File: src/rtl/monitor_event_collector.sv
// Event pre-counting front end: saturating per-channel pre-counters drained round-robin
// over a valid/ready increment port. Define MONITOR_EVENT_EDGE_EN to count rising edges instead of levels.
module monitor_event_collector #(
  parameter int unsigned NUM_EVENTS = 8,
  parameter int unsigned PRE_W      = 4,
  parameter int unsigned IDX_W      = $clog2(NUM_EVENTS)
) (
  input  logic                  clk_i,
  input  logic                  rst_i,
  input  logic                  en_i,
  input  logic                  clear_i,
  input  logic [NUM_EVENTS-1:0] event_i,
  output logic                  inc_valid_o,
  input  logic                  inc_ready_i,
  output logic [IDX_W-1:0]      inc_idx_o,
  output logic [PRE_W-1:0]      inc_amount_o,
  output logic [NUM_EVENTS-1:0] ovf_o,
  input  logic [NUM_EVENTS-1:0] ovf_clear_i
);

  logic [PRE_W-1:0]      r_pre [NUM_EVENTS];
  logic [IDX_W-1:0]      r_rr;
  logic                  r_valid;
  logic [IDX_W-1:0]      r_idx;
  logic [PRE_W-1:0]      r_amount;
  logic [NUM_EVENTS-1:0] r_ovf;

  logic [NUM_EVENTS-1:0] w_evt;
  logic [NUM_EVENTS-1:0] w_nz;
  logic [NUM_EVENTS-1:0] w_take;
  logic [NUM_EVENTS-1:0] w_lost;
  logic                  w_any;
  logic [IDX_W-1:0]      w_grant;
  logic                  w_free;
  logic                  w_load;

`ifdef MONITOR_EVENT_EDGE_EN
  logic [NUM_EVENTS-1:0] r_hist;

  always_ff @(posedge clk_i) begin
    if (rst_i) begin
      r_hist <= '0;
    end else begin
      r_hist <= event_i;
    end
  end

  assign w_evt = {NUM_EVENTS{en_i}} & event_i & ~r_hist;
`else
  assign w_evt = {NUM_EVENTS{en_i}} & event_i;
`endif

  // Round-robin: first pass covers [rr, N-1], second pass wraps to [0, rr-1].
  always_comb begin
    w_any   = 1'b0;
    w_grant = '0;
    for (int unsigned i = 0; i < NUM_EVENTS; i++) begin
      w_nz[i] = (r_pre[i] != '0);
    end
    for (int unsigned i = 0; i < NUM_EVENTS; i++) begin
      if (!w_any && w_nz[i] && (IDX_W'(i) >= r_rr)) begin
        w_any   = 1'b1;
        w_grant = IDX_W'(i);
      end
    end
    for (int unsigned i = 0; i < NUM_EVENTS; i++) begin
      if (!w_any && w_nz[i]) begin
        w_any   = 1'b1;
        w_grant = IDX_W'(i);
      end
    end
  end

  assign w_free = !r_valid || inc_ready_i;
  assign w_load = w_free && w_any && !clear_i;

  always_comb begin
    for (int unsigned i = 0; i < NUM_EVENTS; i++) begin
      w_take[i] = w_load && (w_grant == IDX_W'(i));
      w_lost[i] = w_evt[i] && (r_pre[i] == '1) && !w_take[i] && !clear_i;
    end
  end

  always_ff @(posedge clk_i) begin
    if (rst_i || clear_i) begin
      for (int unsigned i = 0; i < NUM_EVENTS; i++) begin
        r_pre[i] <= '0;
      end
    end else begin
      for (int unsigned i = 0; i < NUM_EVENTS; i++) begin
        if (w_take[i]) begin
          r_pre[i] <= PRE_W'(w_evt[i]);
        end else if (w_evt[i] && (r_pre[i] != '1)) begin
          r_pre[i] <= r_pre[i] + PRE_W'(1);
        end
      end
    end
  end

  always_ff @(posedge clk_i) begin
    if (rst_i) begin
      r_ovf <= '0;
    end else begin
      r_ovf <= (r_ovf & ~ovf_clear_i) | w_lost;
    end
  end

  always_ff @(posedge clk_i) begin
    if (rst_i) begin
      r_valid  <= 1'b0;
      r_idx    <= '0;
      r_amount <= '0;
      r_rr     <= '0;
    end else if (clear_i) begin
      r_valid <= 1'b0;
    end else if (w_load) begin
      r_valid  <= 1'b1;
      r_idx    <= w_grant;
      r_amount <= r_pre[w_grant];
      r_rr     <= (w_grant == IDX_W'(NUM_EVENTS - 1)) ? '0 : w_grant + IDX_W'(1);
    end else if (r_valid && inc_ready_i) begin
      r_valid <= 1'b0;
    end
  end

  assign inc_valid_o  = r_valid;
  assign inc_idx_o    = r_idx;
  assign inc_amount_o = r_amount;
  assign ovf_o        = r_ovf;

endmodule
File: config.mk
export PLATFORM = sky130hd
export DESIGN_NAME = monitor_event_collector
export DESIGN_NICKNAME = d
export VERILOG_FILES = /design/src/rtl/monitor_event_collector.sv
export SDC_FILE = /design/constraint.sdc
export NUM_CORES = 1
export LEC_CHECK = 0
export BUFFER_PORTS_ARGS = -buffer_cell sky130_fd_sc_hd__buf_2
export CORE_ASPECT_RATIO = 1.75
export CORE_MARGIN = 2
export CORE_UTILIZATION = 49
export CTS_BUF_LIST = sky130_fd_sc_hd__clkbuf_8
export DETAILED_ROUTE_END_ITERATION = 8
export PLACE_DENSITY = 0.69
export SLEW_MARGIN = 30
export SYNTH_ARGS = -nofsm -noshare
export SYNTH_HDL_FRONTEND = slang
export SYNTH_SLANG_ARGS = --single-unit
export TNS_END_PERCENT = 1
File: constraint.sdc
create_clock -name clk_i -period 2.8 [get_ports clk_i]
set_input_delay 0.42 -clock clk_i [delete_from_list [all_inputs] [get_ports clk_i]]
set_output_delay 0.42 -clock clk_i [all_outputs]
set_load 0.01 [all_outputs]
==> results.py <==
metrics = {
    "setup_path": {
        "worst-path-max-fanout": 7,
        "end_kind": "flop",
        "arrival_ns": 3.19,
        "r2r_start": "r_pre[0][1]",
        "cp-endpoint": "inc_amount_o[2]",
        "critPathLaunchType": "flop",
        "crit_type": "flop to flop",
        "r2r-end": "inc_amount_o[2]",
        "r2r_setup_slack_ns": -0.18,
        "startpoint": "r_pre[0][1]",
        "reg2reg_depth": 12,
        "worstPathRequired_ns": 3.01,
    },
    "yosys": {
        "syn_inst": 373,
        "synth_cell_types": 59,
        "syn_area_sq_um": 3440,
        "synth_top_area_share_pct": 28.0,
        "synth_edf_count": 32,
        "yosysMostFrequentCell": "nor2_1",
        "syn_nets": 416,
        "syn_avg_cell_area_sq_um": 9.21,
        "synth.top_cells.by_area": "edfxtp_1, dfxtp_1, ha_1, nand3_1, nor2_1",
        "synth-seq-area-share_pct": 39.0,
        "synth_flop_cell": "edfxtp_1",
        "netlist_top_cells_count": "nor2_1, nand3_1, edfxtp_1",
        "synth_seq_cells": 51,
        "ys_warn_count": 0,
        "yosysTopAreaCell": "edfxtp_1",
        "async_flop_share_pct": 0,
    },
    "detailed_routing": {
        "drcViolationCount": 0,
        "dr_total_vias": 3386,
        "ant_nets": 0,
        "drtIter0Drc": 220,
        "first_pass_iters": 4,
        "wl_per_cell_um": 18.0,
        "via_per_inst": 5.75,
        "routed_wirelength_mm": 10.6,
    },
    "timing": {
        "period_needed_ns": 2.98,
        "post-route-period-util_pct": 106,
        "tightest_slew_ns": 0.752,
        "fin_skew_ns": 0.00726,
        "relSlewSlack_pct": 49.7,
        "timing.fmax_ghz": 0.336,
        "setup_tns_ns": -2.41,
        "rsz0062_at_grt": "yes",
        "setup_slack_ns": -0.180,
        "setup_viol": 48,
        "hold_viol_final": 0,
        "slew_viol_final": 0,
    },
    "finish": {
        "num-fill-cells": 526,
        "drive_above_1_share_pct": 43.8,
        "syn_to_final_growth_pct": 45.6,
        "nNetsFinal": 547,
        "antenna_cells": 0,
    },
    "die": {
        "die_h_um": 115,
        "die_area_sq_um": 7730,
        "fp.dieW_um": 67.3,
        "io_pins": 37,
        "start_util_pct": 50.5,
        "rows": 40,
        "core_area_sq_um": 6810,
    },
    "clocking": {
        "cts_tree": "done",
        "cts.path.max_buffers": 2,
        "cts-hold-fix-buffers": 0,
        "clock-sinks": 51,
        "cts_htree_levels": 2,
        "cts.clk_slew.worst_paths_ns": 0.10,
        "numCtsBuffers": 5,
        "clock_latency_ns": 0.31,
        "cts-root-buf": "clkbuf_8",
    },
    "power": {
        "power_density_nw_per_um2": 733,
        "irDropWorstVdd_uv": 492,
        "cellLeakagePower_nw": 2.10,
    },
    "placed_design": {
        "dpl.hpwl_mm": 7.71,
        "place_congestion": 0.876,
        "port_buffers": 36,
        "post-place-ws_ns": -0.272,
    },
    "global_route": {
        "grt_pass1_vias": 3464,
        "grtUsageTotal_pct": 29.1,
        "grt_pass1_wl_mm": 16.6,
        "grt_max_degree": 22,
        "antenna_found_initial": 0,
        "grt_overflow": 0,
    },
    "min_path": {
        "hold_path.class": "primary input to flop",
    },
    "run_status": {
        "status": "complete, but fails checks",
        "violations": "setup timing",
    },
    "flow_run": {
        "maxCapViolCount": 0,
    },
}
metal layers:
layer	track usage (%)	up-vias	routed length, um
li1	-	1620	-
met1	31.3	1599	3800
met2	51.1	116	5630
met3	4.60	51	431
met4	18.6	0	711
met5	0	-	0
cell families after synthesis:
family / Yosys count / synth area share, %
AND/OR/NAND/NOR: 177 / 27.8
AO/OA/AOI/OAI: 64 / 14.1
flip-flops: 51 / 39.0
buffers and inverters: 39 / 5.06
adder cells (fa/ha/maj): 22 / 8.01
XOR/XNOR: 15 / 3.82
multiplexers: 5 / 2.18
area by class of cell:
| cell class | instances | area, sq um | share of cell area, % |
|---|---|---|---|
| Sequential cell | 51 | 1340 | 26.8 |
| Clock inverter | 2 | 35.0 | 0.700 |
| Tap cell | 84 | 105 | 2.10 |
| Clock buffer | 6 | 82.6 | 1.65 |
| Inverter | 27 | 116 | 2.33 |
| Multi-Input combinational cell | 283 | 2340 | 46.8 |
| Timing Repair Buffer | 136 | 980 | 19.6 |
worst max-delay path, cell delays in order, from the launching register on:
cell and delay [ns]:
edfxtp_1 0.40, inv_1 0.09, ha_2 0.17, nor3b_4 0.18, buf_6 0.15, nand3_2 0.11, or4_4 0.53, and2_4 0.18
a31o_4 0.28, clkinv_8 0.09, a211oi_4 0.04, o31a_1 0.32, o41ai_2 0.34
how the worst min path moves through the flow:
stage	cells past startpoint	to	slack (ns)	start
3_5_place_dp	2	ovf_o[3]	0.45	ovf_o[3]
3_3_place_gp	2	ovf_o[3]	0.44	ovf_o[3]
2_1_floorplan	2	ovf_o[3]	0.49	ovf_o[3]
5_1_grt	3	ovf_o[5]	0.37	ovf_clear_i[5]
4_1_cts	3	ovf_o[5]	0.36	ovf_clear_i[5]
6_report	3	ovf_o[5]	0.35	ovf_clear_i[5]
flip-flops by register name (all words and copies together) (netlist names):
signal	cells
r_pre	32
ovf_o	8
inc_amount_o	4
inc_idx_o	3
r_rr	3
inc_valid_o	1
where the power goes:
part / switching, W / internal (W) / total [W]
combinational: 0.00109 / 0.00106 / 0.00215
sequential: 0.0000809 / 0.000888 / 0.000969
clock: 0.000258 / 0.000290 / 0.000548
placed cells by master, fill, tap and decap left out, types with 4 or more instances in the layout:
cell type  count
nand2b_1       4
nor3b_2        4
ha_1          13
nand3_1       23
nor2b_1        6
edfxtp_1      32
nand2_2        5
nor2_2         4
dfxtp_1       19
ha_2           4
clkbuf_8       6
nand3_2        7
inv_1         23
o211ai_1       7
nand3b_1       4
ha_4           5
buf_4         87
xor2_1         6
nor3_1         9
xnor2_1        9
buf_6         13
nor2_1        42
nand4_1        4
nand3_4        8
buf_2         36
nor3b_4        4
o21ai_0        4
and3_1         7
a22o_1         5
a21oi_1       11
nand2_1       23
through the flow:
| step | cell area [sq um] | utilization, % | power, W | hold WS (ns) | std cells |
|---|---|---|---|---|---|
| finish | 5000 | 73.5 | 0.00367 | 0.355 | 589 |
| detailed placement | 4330 | 63.6 | 0.00251 | 0.452 | 563 |
| CTS | 4870 | 71.6 | 0.00348 | 0.356 | 586 |
| floorplan | 3490 | - | 0.00188 | 0.485 | 373 |
| global route | 5000 | 73.5 | 0.00385 | 0.366 | 589 |
| global placement | 4330 | 63.6 | 0.00250 | 0.443 | 563 |
repair_timing:
item                                    4_1_cts  5_1_grt
hold endpoints to repair                      0        0
resized for setup                            68       20
pin swaps                                    22       17
endpoints found under the setup margin       79       79
setup buffers                                15        3
No activity file was read; power rests on OpenSTA's default activity.
